`src/rtl/token_fetcher_pkg.sv`:
```
// Shared token codes, item kinds, error codes and FSM encoding for the token fetcher.
// Also used by the ROM contents and the evaluator.
package token_fetcher_pkg;

  localparam logic [7:0] TOK_HASH = 8'd10;
  localparam logic [7:0] TOK_ADD  = 8'd20;
  localparam logic [7:0] TOK_SUB  = 8'd21;
  localparam logic [7:0] TOK_DIV  = 8'd22;
  localparam logic [7:0] TOK_MUL  = 8'd23;

  localparam logic [2:0] ERR_NONE   = 3'd0;
  localparam logic [2:0] ERR_SYNTAX = 3'd1;
  localparam logic [2:0] ERR_BADTOK = 3'd2;
  localparam logic [2:0] ERR_OVF    = 3'd3;
  localparam logic [2:0] ERR_NOEND  = 3'd4;

  typedef enum logic [1:0] {
    KindOperand  = 2'd0,
    KindOperator = 2'd1,
    KindEnd      = 2'd2
  } tkind_e;

  typedef enum logic [2:0] {
    StIdle, StScan, StEmitNum, StEmitOp, StEmitEnd, StDone, StErr
  } state_e;

  function automatic logic is_digit(input logic [7:0] tok);
    return tok <= 8'd9;
  endfunction

  function automatic logic is_op(input logic [7:0] tok);
    return (tok >= TOK_ADD) && (tok <= TOK_MUL);
  endfunction

endpackage

```
`src/rtl/token_fetcher_if.sv`:
```
// Valid/ready item stream from the token fetcher to the evaluator.
interface token_fetcher_if #(
  parameter int unsigned OPW = 16
);
  import token_fetcher_pkg::*;

  logic           tvalid;
  logic           tready;
  tkind_e         tkind;
  logic [OPW-1:0] tvalue;

  modport master (output tvalid, output tkind, output tvalue, input tready);
  modport slave  (input tvalid, input tkind, input tvalue, output tready);

endinterface

```
`src/rtl/token_fetcher_digit_accumulator.sv`:
```
// Decimal operand accumulator: acc <= acc*10 + d, with overflow flag for the pending digit.
module token_fetcher_digit_accumulator #(
  parameter int unsigned OPW = 16
) (
  input  logic           clk,
  input  logic           rst,
  input  logic           i_clear,
  input  logic           i_en,
  input  logic [3:0]     i_digit,
  output logic [OPW-1:0] o_acc,
  output logic           o_ovf
);

  logic [OPW-1:0] r_acc;
  logic [OPW+3:0] w_next;

  // Four guard bits hold acc*10+9 for any OPW-bit acc.
  assign w_next = ({4'b0, r_acc} * (OPW+4)'(10)) + {{OPW{1'b0}}, i_digit};
  assign o_ovf  = |w_next[OPW+3:OPW];
  assign o_acc  = r_acc;

  always_ff @(posedge clk or posedge rst) begin
    if (rst) begin
      r_acc <= '0;
    end else if (i_clear) begin
      r_acc <= '0;
    end else if (i_en && !o_ovf) begin
      r_acc <= w_next[OPW-1:0];
    end
  end

endmodule

```
`src/rtl/token_fetcher.sv`:
```
// Walks the token ROM from index 0 and lexes it into operand/operator/end items.
module token_fetcher
  import token_fetcher_pkg::*;
#(
  parameter int unsigned DEPTH = 100,
  parameter int unsigned OPW   = 16
) (
  input  logic                  clk,
  input  logic                  rst,
  input  logic                  i_start,
  output logic [6:0]            o_rom_index,
  input  logic [7:0]            i_rom_token,
  token_fetcher_if.master       tok,
  output logic                  o_busy,
  output logic                  o_done,
  output logic                  o_err,
  output logic [2:0]            o_err_code
);

  state_e         r_state, w_state_d;
  logic [6:0]     r_rom_index, w_rom_index_d;
  logic           r_have_digit, w_have_digit_d;
  logic [7:0]     r_op, w_op_d;
  logic           r_op_valid, w_op_valid_d;
  logic [2:0]     r_err_code, w_err_code_d;
  logic           r_tvalid, w_tvalid_d;
  tkind_e         r_tkind, w_tkind_d;
  logic [OPW-1:0] r_tvalue, w_tvalue_d;

  logic           w_acc_clear, w_acc_en, w_acc_ovf, w_last;
  logic [OPW-1:0] w_acc;

  token_fetcher_digit_accumulator #(.OPW(OPW)) u_acc (
    .clk     (clk),
    .rst     (rst),
    .i_clear (w_acc_clear),
    .i_en    (w_acc_en),
    .i_digit (i_rom_token[3:0]),
    .o_acc   (w_acc),
    .o_ovf   (w_acc_ovf)
  );

  // No room left for a terminating '#' after this slot.
  assign w_last = (r_rom_index == 7'(DEPTH - 1));

  always_comb begin
    w_state_d      = r_state;
    w_rom_index_d  = r_rom_index;
    w_have_digit_d = r_have_digit;
    w_op_d         = r_op;
    w_op_valid_d   = r_op_valid;
    w_err_code_d   = r_err_code;
    w_acc_clear    = 1'b0;
    w_acc_en       = 1'b0;

    case (r_state)
      StIdle, StDone, StErr: begin
        if (i_start) begin
          w_rom_index_d  = '0;
          w_acc_clear    = 1'b1;
          w_have_digit_d = 1'b0;
          w_op_valid_d   = 1'b0;
          w_err_code_d   = ERR_NONE;
          w_state_d      = StScan;
        end
      end
      StScan: begin
        if (is_digit(i_rom_token)) begin
          if (w_last) begin
            w_err_code_d = ERR_NOEND;
            w_state_d    = StErr;
          end else if (w_acc_ovf) begin
            w_err_code_d = ERR_OVF;
            w_state_d    = StErr;
          end else begin
            w_acc_en       = 1'b1;
            w_have_digit_d = 1'b1;
            w_rom_index_d  = r_rom_index + 7'd1;
          end
        end else if (is_op(i_rom_token)) begin
          if (!r_have_digit) begin
            w_err_code_d = ERR_SYNTAX;
            w_state_d    = StErr;
          end else if (w_last) begin
            w_err_code_d = ERR_NOEND;
            w_state_d    = StErr;
          end else begin
            w_op_d        = i_rom_token;
            w_op_valid_d  = 1'b1;
            w_rom_index_d = r_rom_index + 7'd1;
            w_state_d     = StEmitNum;
          end
        end else if (i_rom_token == TOK_HASH) begin
          if (!r_have_digit) begin
            w_err_code_d = ERR_SYNTAX;
            w_state_d    = StErr;
          end else begin
            w_op_valid_d = 1'b0;
            w_state_d    = StEmitNum;
          end
        end else begin
          w_err_code_d = ERR_BADTOK;
          w_state_d    = StErr;
        end
      end
      StEmitNum: if (tok.tready) w_state_d = r_op_valid ? StEmitOp : StEmitEnd;
      StEmitOp: begin
        if (tok.tready) begin
          w_acc_clear    = 1'b1;
          w_have_digit_d = 1'b0;
          w_state_d      = StScan;
        end
      end
      StEmitEnd: if (tok.tready) w_state_d = StDone;
      default: w_state_d = StIdle;
    endcase

    // Item registers are loaded from the state being entered, so they hold while waiting.
    w_tvalid_d = 1'b0;
    w_tkind_d  = KindOperand;
    w_tvalue_d = '0;
    case (w_state_d)
      StEmitNum: begin
        w_tvalid_d = 1'b1;
        w_tvalue_d = w_acc;
      end
      StEmitOp: begin
        w_tvalid_d = 1'b1;
        w_tkind_d  = KindOperator;
        w_tvalue_d = OPW'(w_op_d);
      end
      StEmitEnd: begin
        w_tvalid_d = 1'b1;
        w_tkind_d  = KindEnd;
      end
      default: ;
    endcase
  end

  always_ff @(posedge clk or posedge rst) begin
    if (rst) begin
      r_state      <= StIdle;
      r_rom_index  <= '0;
      r_have_digit <= 1'b0;
      r_op         <= '0;
      r_op_valid   <= 1'b0;
      r_err_code   <= ERR_NONE;
      r_tvalid     <= 1'b0;
      r_tkind      <= KindOperand;
      r_tvalue     <= '0;
    end else begin
      r_state      <= w_state_d;
      r_rom_index  <= w_rom_index_d;
      r_have_digit <= w_have_digit_d;
      r_op         <= w_op_d;
      r_op_valid   <= w_op_valid_d;
      r_err_code   <= w_err_code_d;
      r_tvalid     <= w_tvalid_d;
      r_tkind      <= w_tkind_d;
      r_tvalue     <= w_tvalue_d;
    end
  end

  assign o_rom_index = r_rom_index;
  assign tok.tvalid  = r_tvalid;
  assign tok.tkind   = r_tkind;
  assign tok.tvalue  = r_tvalue;
  assign o_busy      = (r_state == StScan) || (r_state == StEmitNum) ||
                       (r_state == StEmitOp) || (r_state == StEmitEnd);
  assign o_done      = (r_state == StDone);
  assign o_err       = (r_state == StErr);
  assign o_err_code  = r_err_code;

endmodule

```
`src/flat_wrapper.sv`:
```
// flat-port wrapper written by rule: the top's interface ports become plain ports
module token_fetcher_flat import token_fetcher_pkg::*;
#(
  parameter int unsigned DEPTH = 100,
  parameter int unsigned OPW   = 16
)
  (clk, rst, i_start, o_rom_index, i_rom_token, o_busy, o_done, o_err, o_err_code, tok_tvalid, tok_tkind, tok_tvalue, tok_tready);
  token_fetcher_if #(.OPW(OPW)) tok_i ();
  input  logic clk;
  input  logic rst;
  input  logic i_start;
  output logic [6:0] o_rom_index;
  input  logic [7:0] i_rom_token;
  output logic o_busy;
  output logic o_done;
  output logic o_err;
  output logic [2:0] o_err_code;
  output wire logic [$bits(tok_i.tvalid)-1:0] tok_tvalid;
  output wire logic [$bits(tok_i.tkind)-1:0] tok_tkind;
  output wire logic [$bits(tok_i.tvalue)-1:0] tok_tvalue;
  input wire logic [$bits(tok_i.tready)-1:0] tok_tready;
  assign tok_tvalid = tok_i.tvalid;
  assign tok_tkind = tok_i.tkind;
  assign tok_tvalue = tok_i.tvalue;
  assign tok_i.tready = tok_tready;
  token_fetcher #(.DEPTH(DEPTH), .OPW(OPW)) u_core (.clk(clk), .rst(rst), .i_start(i_start), .o_rom_index(o_rom_index), .i_rom_token(i_rom_token), .tok(tok_i), .o_busy(o_busy), .o_done(o_done), .o_err(o_err), .o_err_code(o_err_code));
endmodule
```
`config.mk`:
```
export PLATFORM = sky130hd
export DESIGN_NAME = token_fetcher_flat
export DESIGN_NICKNAME = d
export VERILOG_FILES = /design/src/rtl/token_fetcher_pkg.sv /design/src/rtl/token_fetcher_if.sv /design/src/rtl/token_fetcher_digit_accumulator.sv /design/src/rtl/token_fetcher.sv /design/src/flat_wrapper.sv
export SDC_FILE = /design/constraint.sdc
export NUM_CORES = 1
export LEC_CHECK = 0
export ABC_AREA = 1
export BUFFER_PORTS_ARGS = -buffer_cell sky130_fd_sc_hd__buf_2
export CORE_MARGIN = 8
export CORE_UTILIZATION = 60
export CTS_CLUSTER_DIAMETER = 120
export DETAILED_ROUTE_END_ITERATION = 10
export GPL_ROUTABILITY_DRIVEN = 0
export MAX_ROUTING_LAYER = met4
export PLACE_DENSITY_LB_ADDON = 0.05
export SLEW_MARGIN = 20
export SYNTH_ARGS = -nofsm -noshare
export SYNTH_HDL_FRONTEND = slang
export SYNTH_SLANG_ARGS = --single-unit
export TNS_END_PERCENT = 1
```
`constraint.sdc`:
```
create_clock -name clk -period 4.1 [get_ports clk]
set_input_delay 0.82 -clock clk [delete_from_list [all_inputs] [get_ports clk]]
set_output_delay 0.82 -clock clk [all_outputs]
set_load 0.005 [all_outputs]
```
==> Implementation_results.wiki <==
{| class="wikitable"
! Metric !! Value
|-
| Outcome || finished, final reports clean
|-
| Max-cap violations || 0
|-
| Worst path top cell family by delay || simple AND/OR/NAND/NOR gates
|-
| GRT Util Overall || 22.2%
|-
| Clock insertion delay at the later pin of the skew report || 0.34 ns
|-
| Setup repair after global routing missed its margin || false
|-
| Initial antenna violation count || 0
|-
| Estimated wirelength of the detail-placed design || 8150 µm
|-
| Setup Buffers After CTS || 0
|-
| Count of cells resized by post-cts repair || 0
|-
| Part of the Yosys area used for sequential elements || 33.5%
|-
| Routed via count divided by cell count || 5.30
|-
| Root Buffer || sky130_fd_sc_hd__clkbuf_8
|-
| Cells traversed along the worst timing path || ha_1, ha_1, inv_1, fa_1, nor2_1, nand3_1, a21oi_1, nand3_2, nor2_2, nand2_2, nor2_4, nand2_1, nand2_1, nand2_2, nor2_4, nand4_4, nand2_4, nand2_2, inv_4, nand2_1, nand2_1
|-
| X dimension of the die || 101 µm
|-
| Beginning of the critical path || u_core.u_acc.o_acc[1]
|-
| Setup ws final || 0.392 ns
|-
| Die Span Y || 101 µm
|-
| Detailed Routing Iterations Pass 1 || 5
|-
| Summed negative setup slack over all endpoints || 0 ns
|-
| Normalized max-slew margin || 52.0%
|-
| Wire length on met3 || 577 µm
|-
| Share of cells above drive strength 1 || 20.3%
|-
| Vias || 3903
|-
| Mapped cell area || 4340 µm²
|-
| Post-place setup slack || 0.405 ns
|-
| Critical path endpoint category || register
|-
| Worst-Margin Slew || 0.719 ns
|-
| Antenna Diode Count || 0
|-
| Most used standard cell by instance count after synthesis || sky130_fd_sc_hd__nand2_1
|-
| Post-detailed-route DRC marker count || 0
|-
| Worst R2R Path Depth || 21
|-
| Layout filler cell count || 641
|-
| Area used by multi-input combinational logic || 2440 µm²
|-
| Main synth FF type || sky130_fd_sc_hd__dfrtp_1
|-
| Critical Path Max Stage Delay || 0.45 ns
|-
| Highest fanout seen on the critical path || 15
|-
| Cells after Synth || 580
|-
| Most numerous cell types in the synthesized netlist || sky130_fd_sc_hd__nand2_1, sky130_fd_sc_hd__inv_1, sky130_fd_sc_hd__dfrtp_1
|-
| Count of nets left with antenna violations after detail routing || 0
|-
| Worst reg2reg setup slack || 0.39 ns
|-
| Post-synthesis average cell area || 7.48 µm²
|-
| Max Used Layer || met4
|-
| Core Rows || 31
|-
| Post-synth top area share || 33.5%
|-
| Number of buffers added to fix hold violations after cts || 0
|-
| Number of enable-type register cells in the synthesized netlist || 0
|-
| Yosys synthesis warning count || 0
|-
| IO buf count || 43
|-
| Initial core utilization || 60.8%
|-
| Worst Hold End || u_core.r_op[2]
|-
| Post-detailed-route wirelength per cell || 14.0 µm
|-
| Synthesis-to-finish area growth || 12.5%
|-
| DIE AREA || 10200 µm²
|-
| Clock tree from TritonCTS || done
|-
| Required time at the endpoint of the critical path || 4.38 ns
|-
| Clock tree skew after final layout || 0.00786 ns
|-
| Worst path slowest cell || sky130_fd_sc_hd__dfrtp_1
|-
| Wirelength, routed || 10300 µm
|-
| Share of synthesized flip-flops with an asynchronous set or reset || 100%
|-
| Dominant cells by area after synthesis || sky130_fd_sc_hd__dfrtp_1, sky130_fd_sc_hd__nand2_1, sky130_fd_sc_hd__ha_1
|-
| Number of unique standard cell types used by synthesis || 44
|-
| Cell with the most instances on the worst path || sky130_fd_sc_hd__nand2_1
|-
| Maximum clock frequency || 0.270 GHz
|-
| Sum of overflow across all layers after global routing || 0
|-
| Leakage dissipation || 2.69 nW
|-
| Net total in the final layout || 678
|-
| First-iteration detailed-routing DRC count || 210
|-
| Clock-pin transition on the worst setup and hold timing paths || 0.06 ns
|-
| Min-Delay Path Class || register to register
|-
| Htree depth || 3
|-
| Reg-to-Reg Start || u_core.u_acc.o_acc[1]
|-
| FF+latch count, synth || 58
|-
| First-pass GRT wire length || 17700 µm
|-
| IO Count || 44
|-
| Net Count, Synth || 626
|-
| Vias in the first global route || 3841
|-
| Biggest area consumer among synthesized cells || sky130_fd_sc_hd__dfrtp_1
|-
| Largest buffer count on any clock path || 2
|-
| Number of hold violations in the final report || 0
|-
| Launching element type of the critical path || register
|-
| Tmin final || 3.71 ns
|-
| Crit path buffers/inverters || 2
|-
| Storage element area || 1450 µm²
|-
| Start-to-end type of the worst setup path || register to register
|-
| Share of the clock period used by the worst path || 90.4%
|-
| Worst flop-to-flop path endpoint || u_core.tok.tvalue[2]
|-
| Setup Viol. Count Final || 0
|-
| Pin count of the biggest net entering global routing || 36
|-
| CTS buffer count || 9
|-
| M1 wire length || 4620 µm
|-
| Launch instance of the worst min-delay path || u_core.r_op[2]
|-
| Max VDD drop || 0.290 mV
|-
| Arrival time reported for the critical path endpoint || 3.98 ns
|-
| Pwr/cell area || 495 nW/µm²
|-
| Routed met2 length || 4970 µm
|-
| Clock tree sinks || 58
|-
| Placeable core area || 7140 µm²
|-
| Hold-critical path depth || 1
|-
| Max-slew violation total from the final report || 0
|}
==> how the worst max path moves through the flow <==
stage	slack, ns	depth (start not counted)	end
5_1_grt	0.05	21	u_core.tok.tvalue[4]
6_report	0.39	21	u_core.tok.tvalue[2]
3_5_place_dp	0.40	21	u_core.tok.tvalue[1]
4_1_cts	0.40	21	u_core.tok.tvalue[2]
3_3_place_gp	0.57	21	u_core.tok.tvalue[1]
2_1_floorplan	0.87	20	u_core.u_acc.o_acc[13]
==> cell families after synthesis <==
family	Yosys count	share of synthesized area (%)
xor gates and xnor gates	11	2.22
and+or+nand+nor	317	35.5
DFF	58	33.5
buffers and inverters	105	10.2
AOI/OAI and AO/OA	55	8.42
adders and majority gates	34	10.2
==> metrics by stage <==
step	hold WS [ns]	utilization [%]	cells	area (µm²)	total power, mW
after global placement	0.447	65.0	720	4640	1.78
after detailed placement	0.455	65.0	720	4640	1.80
after floorplan	0.426	-	580	4340	1.58
after CTS	0.475	68.3	736	4880	2.42
after global routing	0.493	68.3	736	4880	2.60
final	0.477	68.3	736	4880	2.41
==> sequential cells by signal, indices dropped and copies added, names as in the netlist <==
signal and count:
u_core.tok.tvalue 16, u_core.r_op_valid 1, u_core.r_op 8, u_core.r_have_digit 1, u_core.u_acc.o_acc 16, u_core.o_rom_index 7
u_core.o_err_code 3, u_core.tok.tkind 2, u_core.r_state 3, u_core.tok.tvalid 1
==> cells in the final DEF, fill, tap and decap left out, drive strengths merged <==
cell type / count
fa: 2
bufinv: 2
nor2: 57
a21oi: 21
ha: 32
clkinvlp: 1
o21ai: 22
nand3: 54
nor4: 1
and3: 1
nand2: 174
nand3b: 4
buf: 46
nand4: 10
clkinv: 4
xor2: 10
o31ai: 2
xnor2: 1
or2: 8
a311oi: 1
clkbuf: 12
a221oi: 1
o21a: 1
inv: 97
dfrtp: 58
o22ai: 6
nor3: 8
a31o: 1
==> report_power, final <==
part | internal [mW] | total [mW] | switching, mW
Sequential | 0.651 | 0.726 | 0.0754
Combinational | 0.342 | 1.07 | 0.729
Clock | 0.391 | 0.617 | 0.227
Total | 1.38 | 2.41 | 1.03
==> layout make-up <==
| cell class | instances | share of cell area (%) |
|---|---|---|
| Clock inverter | 4 | 1.49 |
| Inverter | 100 | 7.85 |
| Timing Repair Buffer | 46 | 4.87 |
| Multi-Input combinational cell | 417 | 50.1 |
| Tap cell | 99 | 2.54 |
| Clock buffer | 12 | 3.39 |
| Sequential cell | 58 | 29.8 |
==> metal layers <==
metal	vias to the layer above	GRT usage [%]
li1	1954	-
met1	1826	27.5
met2	109	36.5
met3	14	3.94
met4	0	5.61
met5	-	-
==> worst reg2reg max path, cell delays in order, from the launching register on <==
cell and delay [ns]:
sky130_fd_sc_hd__dfrtp_1 0.45, sky130_fd_sc_hd__ha_1 0.33, sky130_fd_sc_hd__ha_1 0.23, sky130_fd_sc_hd__inv_1 0.07
sky130_fd_sc_hd__fa_1 0.42, sky130_fd_sc_hd__nor2_1 0.16, sky130_fd_sc_hd__nand3_1 0.10, sky130_fd_sc_hd__a21oi_1 0.27
sky130_fd_sc_hd__nand3_2 0.13, sky130_fd_sc_hd__nor2_2 0.15, sky130_fd_sc_hd__nand2_2 0.10, sky130_fd_sc_hd__nor2_4 0.10
sky130_fd_sc_hd__nand2_1 0.05, sky130_fd_sc_hd__nand2_1 0.07, sky130_fd_sc_hd__nand2_2 0.07, sky130_fd_sc_hd__nor2_4 0.13
sky130_fd_sc_hd__nand4_4 0.27, sky130_fd_sc_hd__nand2_4 0.22, sky130_fd_sc_hd__nand2_2 0.09, sky130_fd_sc_hd__inv_4 0.10
sky130_fd_sc_hd__nand2_1 0.06, sky130_fd_sc_hd__nand2_1 0.07
(Power assumes the default switching activity.)
